==> config.mk <==
export PLATFORM = sky130hd
export DESIGN_NAME = mem_arbiter_flat
export DESIGN_NICKNAME = d
export VERILOG_FILES = /design/src/rtl/mem_arbiter_if.sv /design/src/rtl/mem_arbiter.sv /design/src/flat_wrapper.sv
export SDC_FILE = /design/constraint.sdc
export NUM_CORES = 1
export LEC_CHECK = 0
export CORE_ASPECT_RATIO = 0.6
export CORE_MARGIN = 4
export CORE_UTILIZATION = 30
export CTS_CLUSTER_DIAMETER = 120
export CTS_CLUSTER_SIZE = 24
export DETAILED_ROUTE_END_ITERATION = 8
export SLEW_MARGIN = 20
export SYNTH_ARGS = -nofsm -noshare
export SYNTH_HDL_FRONTEND = slang
export SYNTH_SLANG_ARGS = --single-unit
==> constraint.sdc <==
create_clock -name clk -period 5.4 [get_ports clk]
set_clock_uncertainty 0.2 [all_clocks]
set_input_delay 1.08 -clock clk [delete_from_list [all_inputs] [get_ports clk]]
set_output_delay 1.08 -clock clk [all_outputs]
set_load 0.01 [all_outputs]
==> src/rtl/mem_arbiter_if.sv <==
// Bus bundle between the fetch/data requesters, the shared memory port and mem_arbiter.
//   slave  : view taken by mem_arbiter (requests and mem_rdata in; responses and memory
//            strobes out).
//   master : view taken by the environment (requesters plus memory model).
// Signals:
//   i_req/i_addr, i_rdata/i_done/i_stall           fetch side
//   d_req/d_wr/d_addr/d_wdata, d_rdata/d_done/d_stall data side
//   mem_en/mem_wr/mem_addr/mem_wdata, mem_rdata     shared memory port
interface mem_arbiter_if;
  logic        i_req;
  logic [15:0] i_addr;
  logic [15:0] i_rdata;
  logic        i_done;
  logic        i_stall;

  logic        d_req;
  logic        d_wr;
  logic [15:0] d_addr;
  logic [15:0] d_wdata;
  logic [15:0] d_rdata;
  logic        d_done;
  logic        d_stall;

  logic        mem_en;
  logic        mem_wr;
  logic [15:0] mem_addr;
  logic [15:0] mem_wdata;
  logic [15:0] mem_rdata;

  modport slave (
    input  i_req, i_addr, d_req, d_wr, d_addr, d_wdata, mem_rdata,
    output i_rdata, i_done, i_stall, d_rdata, d_done, d_stall,
           mem_en, mem_wr, mem_addr, mem_wdata
  );

  modport master (
    output i_req, i_addr, d_req, d_wr, d_addr, d_wdata, mem_rdata,
    input  i_rdata, i_done, i_stall, d_rdata, d_done, d_stall,
           mem_en, mem_wr, mem_addr, mem_wdata
  );
endinterface

==> src/rtl/mem_arbiter.sv <==
// Arbiter/sequencer for one shared multi-cycle memory port serving instruction fetch (I)
// and data load/store (D). One transaction at a time: IDLE grants, BUSY holds the port for
// LATENCY cycles, RESP pulses the owner's done for one cycle.
// Ports:
//   clk   : clock, rising edge
//   rst   : synchronous active-high reset
//   bus   : mem_arbiter_if.slave (requests, responses, stalls, memory port)
// Parameter:
//   LATENCY : memory access cycles per transaction, 1..15
// Build option:
//   MEM_ARB_FAIR_EN : when defined, a last-grant bit makes simultaneous requests alternate
//                     between sides; otherwise D always beats I.
module mem_arbiter #(
  parameter int unsigned LATENCY = 4
) (
  input logic          clk,
  input logic          rst,
  mem_arbiter_if.slave bus
);

  typedef enum logic [1:0] {StIdle, StBusy, StResp} state_e;

  localparam logic       OwnerI  = 1'b0;
  localparam logic       OwnerD  = 1'b1;
  localparam logic [3:0] CntInit = 4'(LATENCY - 1);

  state_e      state_q, state_d;
  logic [3:0]  cnt_q, cnt_d;
  logic        owner_q, owner_d;
  logic [15:0] addr_q, addr_d;
  logic [15:0] wdata_q, wdata_d;
  logic        wr_q, wr_d;
  logic [15:0] i_rdata_q, i_rdata_d;
  logic [15:0] d_rdata_q, d_rdata_d;

  logic grant;
  logic grant_d_side;

`ifdef MEM_ARB_FAIR_EN
  logic last_q, last_d;
`endif

  assign grant = (state_q == StIdle) && (bus.i_req || bus.d_req);

  // Winner selection; only matters when both sides request together.
  always_comb begin
`ifdef MEM_ARB_FAIR_EN
    if (bus.i_req && bus.d_req) begin
      grant_d_side = (last_q == OwnerI);
    end else begin
      grant_d_side = bus.d_req;
    end
`else
    grant_d_side = bus.d_req;
`endif
  end

  // State register
  always_ff @(posedge clk) begin
    if (rst) begin
      state_q <= StIdle;
    end else begin
      state_q <= state_d;
    end
  end

  // Next-state logic
  always_comb begin
    state_d = state_q;
    unique case (state_q)
      StIdle:  if (grant) state_d = StBusy;
      StBusy:  if (cnt_q == 4'd0) state_d = StResp;
      StResp:  state_d = StIdle;
      default: state_d = StIdle;
    endcase
  end

  // Transaction latch, countdown and read-data capture
  always_comb begin
    cnt_d     = cnt_q;
    owner_d   = owner_q;
    addr_d    = addr_q;
    wdata_d   = wdata_q;
    wr_d      = wr_q;
    i_rdata_d = i_rdata_q;
    d_rdata_d = d_rdata_q;
`ifdef MEM_ARB_FAIR_EN
    last_d    = last_q;
`endif
    if (grant) begin
      owner_d = grant_d_side ? OwnerD : OwnerI;
      addr_d  = grant_d_side ? bus.d_addr : bus.i_addr;
      wr_d    = grant_d_side & bus.d_wr;
      wdata_d = bus.d_wdata;
      cnt_d   = CntInit;
`ifdef MEM_ARB_FAIR_EN
      last_d  = grant_d_side ? OwnerD : OwnerI;
`endif
    end else if (state_q == StBusy) begin
      if (cnt_q == 4'd0) begin
        // Last BUSY cycle: mem_rdata is valid now. Stores leave d_rdata alone.
        if (owner_q == OwnerI) begin
          i_rdata_d = bus.mem_rdata;
        end else if (!wr_q) begin
          d_rdata_d = bus.mem_rdata;
        end
      end else begin
        cnt_d = cnt_q - 4'd1;
      end
    end
  end

  always_ff @(posedge clk) begin
    if (rst) begin
      cnt_q     <= 4'd0;
      owner_q   <= OwnerI;
      addr_q    <= 16'h0000;
      wdata_q   <= 16'h0000;
      wr_q      <= 1'b0;
      i_rdata_q <= 16'h0000;
      d_rdata_q <= 16'h0000;
`ifdef MEM_ARB_FAIR_EN
      last_q    <= OwnerD;
`endif
    end else begin
      cnt_q     <= cnt_d;
      owner_q   <= owner_d;
      addr_q    <= addr_d;
      wdata_q   <= wdata_d;
      wr_q      <= wr_d;
      i_rdata_q <= i_rdata_d;
      d_rdata_q <= d_rdata_d;
`ifdef MEM_ARB_FAIR_EN
      last_q    <= last_d;
`endif
    end
  end

  // Outputs; memory strobes derive from state so reset drops them at the same edge.
  always_comb begin
    bus.mem_en    = 1'b0;
    bus.mem_wr    = 1'b0;
    bus.i_done    = 1'b0;
    bus.d_done    = 1'b0;
    bus.mem_addr  = addr_q;
    bus.mem_wdata = wdata_q;
    bus.i_rdata   = i_rdata_q;
    bus.d_rdata   = d_rdata_q;
    unique case (state_q)
      StBusy: begin
        bus.mem_en = 1'b1;
        bus.mem_wr = (owner_q == OwnerD) && wr_q;
      end
      StResp: begin
        bus.i_done = (owner_q == OwnerI);
        bus.d_done = (owner_q == OwnerD);
      end
      default: ;
    endcase
    bus.i_stall = bus.i_req & ~bus.i_done;
    bus.d_stall = bus.d_req & ~bus.d_done;
  end

endmodule

==> src/flat_wrapper.sv <==
// flat-port wrapper written by rule: the top's interface ports become plain ports
module mem_arbiter_flat 
#(
  parameter int unsigned LATENCY = 4
)
  (clk, rst, bus_i_req, bus_i_addr, bus_d_req, bus_d_wr, bus_d_addr, bus_d_wdata, bus_mem_rdata, bus_i_rdata, bus_i_done, bus_i_stall, bus_d_rdata, bus_d_done, bus_d_stall, bus_mem_en, bus_mem_wr, bus_mem_addr, bus_mem_wdata);
  mem_arbiter_if bus_i ();
  input logic clk;
  input logic rst;
  input wire logic [$bits(bus_i.i_req)-1:0] bus_i_req;
  input wire logic [$bits(bus_i.i_addr)-1:0] bus_i_addr;
  input wire logic [$bits(bus_i.d_req)-1:0] bus_d_req;
  input wire logic [$bits(bus_i.d_wr)-1:0] bus_d_wr;
  input wire logic [$bits(bus_i.d_addr)-1:0] bus_d_addr;
  input wire logic [$bits(bus_i.d_wdata)-1:0] bus_d_wdata;
  input wire logic [$bits(bus_i.mem_rdata)-1:0] bus_mem_rdata;
  output wire logic [$bits(bus_i.i_rdata)-1:0] bus_i_rdata;
  output wire logic [$bits(bus_i.i_done)-1:0] bus_i_done;
  output wire logic [$bits(bus_i.i_stall)-1:0] bus_i_stall;
  output wire logic [$bits(bus_i.d_rdata)-1:0] bus_d_rdata;
  output wire logic [$bits(bus_i.d_done)-1:0] bus_d_done;
  output wire logic [$bits(bus_i.d_stall)-1:0] bus_d_stall;
  output wire logic [$bits(bus_i.mem_en)-1:0] bus_mem_en;
  output wire logic [$bits(bus_i.mem_wr)-1:0] bus_mem_wr;
  output wire logic [$bits(bus_i.mem_addr)-1:0] bus_mem_addr;
  output wire logic [$bits(bus_i.mem_wdata)-1:0] bus_mem_wdata;
  assign bus_i.i_req = bus_i_req;
  assign bus_i.i_addr = bus_i_addr;
  assign bus_i.d_req = bus_d_req;
  assign bus_i.d_wr = bus_d_wr;
  assign bus_i.d_addr = bus_d_addr;
  assign bus_i.d_wdata = bus_d_wdata;
  assign bus_i.mem_rdata = bus_mem_rdata;
  assign bus_i_rdata = bus_i.i_rdata;
  assign bus_i_done = bus_i.i_done;
  assign bus_i_stall = bus_i.i_stall;
  assign bus_d_rdata = bus_i.d_rdata;
  assign bus_d_done = bus_i.d_done;
  assign bus_d_stall = bus_i.d_stall;
  assign bus_mem_en = bus_i.mem_en;
  assign bus_mem_wr = bus_i.mem_wr;
  assign bus_mem_addr = bus_i.mem_addr;
  assign bus_mem_wdata = bus_i.mem_wdata;
  mem_arbiter #(.LATENCY(LATENCY)) u_core (.clk(clk), .rst(rst), .bus(bus_i));
endmodule
# ---- Word level (Yosys, flattened, before mapping)
# Index checks and enable logic that the tools add are counted.
dict set report op_classes {
  eq_ne 5
  n_addsub 1
  reduce_logical 12
  bitwise 9
  n_mux 12
}
# cell n
set ops {}
lappend ops {{two-way mux 16 bit} 1}
lappend ops {{two-way mux 2 bit} 5}
lappend ops {{inverter 1 bit} 6}
lappend ops {{AND reduction 2 bit} 3}
lappend ops {{two-way mux 1 bit} 5}
lappend ops {{AND reduction 5 bit} 1}
lappend ops {{logical NOT 4 bit} 1}
lappend ops {{inequality test 2 x 1 -> 1 bit (second input constant)} 2}
lappend ops {{case mux 2 bit (2 select lines)} 1}
lappend ops {{AND reduction 4 bit} 1}
lappend ops {{subtractor 4 x 1 -> 4 bit (second input constant)} 1}
lappend ops {{AND 1 bit} 3}
lappend ops {{equality test 2 x 1 -> 1 bit (second input constant)} 1}
lappend ops {{equality test 2 bit (second input constant)} 1}
lappend ops {{logical AND 1 bit} 2}
lappend ops {{logical NOT 2 bit} 1}
lappend ops {{inequality test 2 bit (second input constant)} 1}
lappend ops {{nonzero test 2 bit} 1}
lappend ops {{OR reduction 2 bit} 1}
lappend ops {{logical OR 1 bit} 1}
dict set report totals {
  out_inout_bits 70
  reg_bits 72
  in_bits 69
  word_cells 48
}

# ---- Logic depth before layout (Yosys ltp)
dict set report logic_depth {
  depth_word 4
  depth_mapped 6
  mapped_depth_nobuf 5
}

# ---- Least setup slack after synthesis
# Ideal clock, no wire load.
dict set report synth_path {
  kind {input to output}
  from {input port bus_d_req}
  to {output port bus_d_stall}
  required_ns 4.120
  path_slack_ns 2.400
  t_arrival_ns 1.720
  cell_stages 2
  path_buffers 1
  path_cell_list {buf_1 > nor2b_1}
}
dict set report synth_via {
  elab_chain_cells 1
}
# item line_no
set synth_rtl {}
lappend synth_rtl {{start: declaration} flat_wrapper.sv:12} ;# input wire logic [$bits(bus_i.d_req)-1:0] bus_d_req;
lappend synth_rtl {{AND 1 bit} mem_arbiter.sv:161} ;# bus.d_stall = bus.d_req & ~bus.d_done;
lappend synth_rtl {{end: declaration} flat_wrapper.sv:22} ;# output wire logic [$bits(bus_i.d_stall)-1:0] bus_d_stall;
# No other way between the ends.

# ---- Worst setup path in the final report
# Ends and elaborated chain as after synthesis.

==> qor.txt <==
Outcome: finished clean
Slew HR: 0.486
Final #Nets: 534
Starting Density: 0.310
Hold Crit Class: register to register
DR pass1 iterations: 4
Worst Max-Slew Pin Slew: 0.771 ns
Vias per inst: 4.89
Post-route ant nets: 0
Initial drt markers: 165
Layout Cells excl Fill: 603
Max VDD drop: 185 µV
Total Routing Usage GR: 0.153
HPWL after DPL: 6.62 mm
Syn_area_per_cell: 9.10 µm²
Clock transition at path regs: 0.05 ns
CTS tree: done
Clock buffer count from CTS: 9
Clock sink count: 72
FILL cells: 908
Required @ worst endpoint: 4.12 ns
RSZ-0062 raised after global routing: no
Most used cell, CP: clkdlybuf4s50_1
Post-route core utilization: 0.500
Final setup violation count: 0
Detailed Route WL: 9.45 mm
Routed via count: 2950
CP startpoint kind: primary input
Row Count: 28
Worst setup EP type: primary output
Vias in the first global route: 2822
Mapped Area: 3080 µm²
Core area: 9910 µm²
Register bit count reported by yosys: 72
Post-Synthesis Cells: 338
Routability Congestion: 0.765
Layout cells sized above 1: 0.0684
Slowest cell on crit path: clkdlybuf4s50_1
Worst path buffer plus inverter count: 3
Achievable Freq: 261 MHz
Clk Latency, worst-skew pair: 0.33 ns
Pwr Density: 362 nW/µm²
Largest net degree at the start of global routing: 62
Crit-path cells: clkdlybuf4s50_1, buf_4, nor2b_1, clkdlybuf4s50_1
Post-synth cell types: 32
Die ar.: 12000 µm²
Clock buffer depth: 2
Max H-tree Level: 3
Tcrit/Tclk final: 0.711
N_diodes: 0
CP Class: primary input to primary output
Post-synth net total: 409
Register area share after synthesis: 0.468
Worst slack at placement: 1.55 ns
CP arrival: 2.56 ns
LEAKAGE: 0.00177 µW
Final Power: 1790 µW
Critical path's top delay family: buffers and inverters
Initial antenna violation count: 0
# port buffers: 138
Fin crit period: 3.84 ns
Yosys warnings: 0
Setup total negative slack: 0 ns
Final WS setup: 1.56 ns
Post-CTS resize count: 0
Fin. Hold Viols: 0
Top-Level Pins: 139
Die height: 86.4 µm
Max-slew violation count: 0
CP max FO: 22
DRC violations left: 0
DR WL/cell: 15.7 µm
Global route overflow: 0
Dpl cells: 587
Largest stage delay on the critical path: 0.54 ns
Clk root buf: clkbuf_16
Max Cap Violations: 0
Postcts setup bufs: 0
First-pass GRT wire length: 14.8 mm
Hold-fix buffers at CTS: 0
Die X: 139 µm
P&R area growth vs syn: 61.0%
-- sequential cells by signal (all words and copies together), names as in the netlist --
signal / cells
u_core.bus.d_rdata: 16
u_core.bus.i_rdata: 16
u_core.bus.mem_addr: 16
u_core.bus.mem_wdata: 16
u_core.cnt_q: 4
u_core.owner_q: 1
u_core.state_q: 2
u_core.wr_q: 1
-- per-stage QoR --
stage               cell area (µm²)  hold WS (ns)
floorplan                      3080         0.256
global placement               4540         0.259
detailed placement             4540         0.261
CTS                            4950         0.274
global route                   4950         0.294
finish                         4950         0.274
-- synthesized netlist by cell type --
| cell | instances | area [µm²] |
|---|---|---|
| dfxtp_1 | 72 | 1440 |
| a21oi_1 | 50 | 250 |
| o21ai_0 | 36 | 180 |
| nand3_1 | 33 | 165 |
| mux2i_1 | 32 | 320 |
| nand2b_1 | 32 | 200 |
| clkbuf_1 | 24 | 90.1 |
| a211oi_1 | 19 | 143 |
| inv_1 | 5 | 18.8 |
| buf_2 | 4 | 20.0 |
| nor2b_1 | 3 | 18.8 |
| ha_1 | 2 | 25.0 |
| nor2_1 | 2 | 7.51 |
| nor3_1 | 2 | 10.0 |
| nor3b_1 | 2 | 15.0 |
| nor3b_2 | 2 | 25.0 |
| or2_2 | 2 | 12.5 |
| or4_1 | 2 | 15.0 |
| a221oi_1 | 1 | 8.76 |
| a311oi_1 | 1 | 8.76 |
| a31oi_1 | 1 | 6.26 |
| and3_1 | 1 | 6.26 |
| buf_1 | 1 | 3.75 |
| buf_6 | 1 | 11.3 |
| nand2_1 | 1 | 3.75 |
| nand2b_2 | 1 | 8.76 |
| nor2_2 | 1 | 6.26 |
| nor4_4 | 1 | 21.3 |
| o21a_1 | 1 | 7.51 |
| or3_1 | 1 | 6.26 |
| or3b_1 | 1 | 8.76 |
| or3b_4 | 1 | 11.3 |
-- area by class of cell --
cell class	instances	area, µm²	area share
clock buffers	11	253	0.0510
clock inverters	5	150	0.0303
inverters	5	18.8	0.00379
multi-input cells	231	1500	0.303
flip-flops and latches	72	1440	0.291
well taps	135	169	0.0341
repair buffers	144	1420	0.287
-- where the power goes --
part | total, µW | leakage, µW | internal (µW) | switching (µW)
registers | 614 | 0.000590 | 582 | 32.0
logic | 386 | 0.000983 | 192 | 194
clock network | 792 | 0.000196 | 570 | 222
total | 1790 | 0.00177 | 1340 | 448
-- logic make-up (layout without fill, tap and decap cells) --
logic type / count (synthesis) / in the layout / synth area share
AOI/OAI and AO/OA: 109 / 109 / 0.196
adders and majority gates: 2 / 2 / 0.00813
buffers and inverters: 35 / 165 / 0.0468
DFF: 72 / 72 / 0.468
muxes: 32 / 32 / 0.104
and+or+nand+nor: 88 / 88 / 0.176
-- worst reg2reg max path, stage by stage, from the launching register on --
cell and delay [ns]:
dfxtp_1 0.33, inv_1 0.08, ha_1 0.15, or3b_4 0.51, nor4_4 0.18, buf_4 0.34, mux2i_1 0.24
-- path summary, 6_finish.rpt --
kind / cells after the start / start / end / slack (ns)
worst min-delay path: 2 / u_core.bus.d_rdata[10] / u_core.bus.d_rdata[10] / 0.27
worst max register to register: 6 / u_core.cnt_q[0] / u_core.bus.d_rdata[14] / 3.29
worst max-delay path: 4 / bus_d_req / bus_d_stall / 1.56
worst min register to register: 2 / u_core.bus.d_rdata[10] / u_core.bus.d_rdata[10] / 0.27
-- per-layer routing --
metal | up-vias | share of wire | wire length (µm) | GRT usage
li1 | 1459 | - | - | -
met2 | 86 | 0.44 | 4150 | 0.231
met1 | 1399 | 0.49 | 4640 | 0.206
met4 | 0 | 0.0071 | 67 | 0.0409
met5 | - | 0 | 0 | 0
met3 | 6 | 0.063 | 594 | 0.0623
-- cell usage in the layout, fill, tap and decap left out, drive strengths merged, types with 3 or more instances in the layout --
| cell | instances |
|---|---|
| a211oi | 19 |
| a21oi | 50 |
| buf | 7 |
| bufinv | 5 |
| clkbuf | 11 |
| clkdlybuf4s50 | 137 |
| dfxtp | 72 |
| inv | 5 |
| mux2i | 32 |
| nand2b | 33 |
| nand3 | 33 |
| nor2 | 3 |
| nor2b | 3 |
| nor3b | 4 |
| o21ai | 36 |
Power figures use the tool's default switching activity.
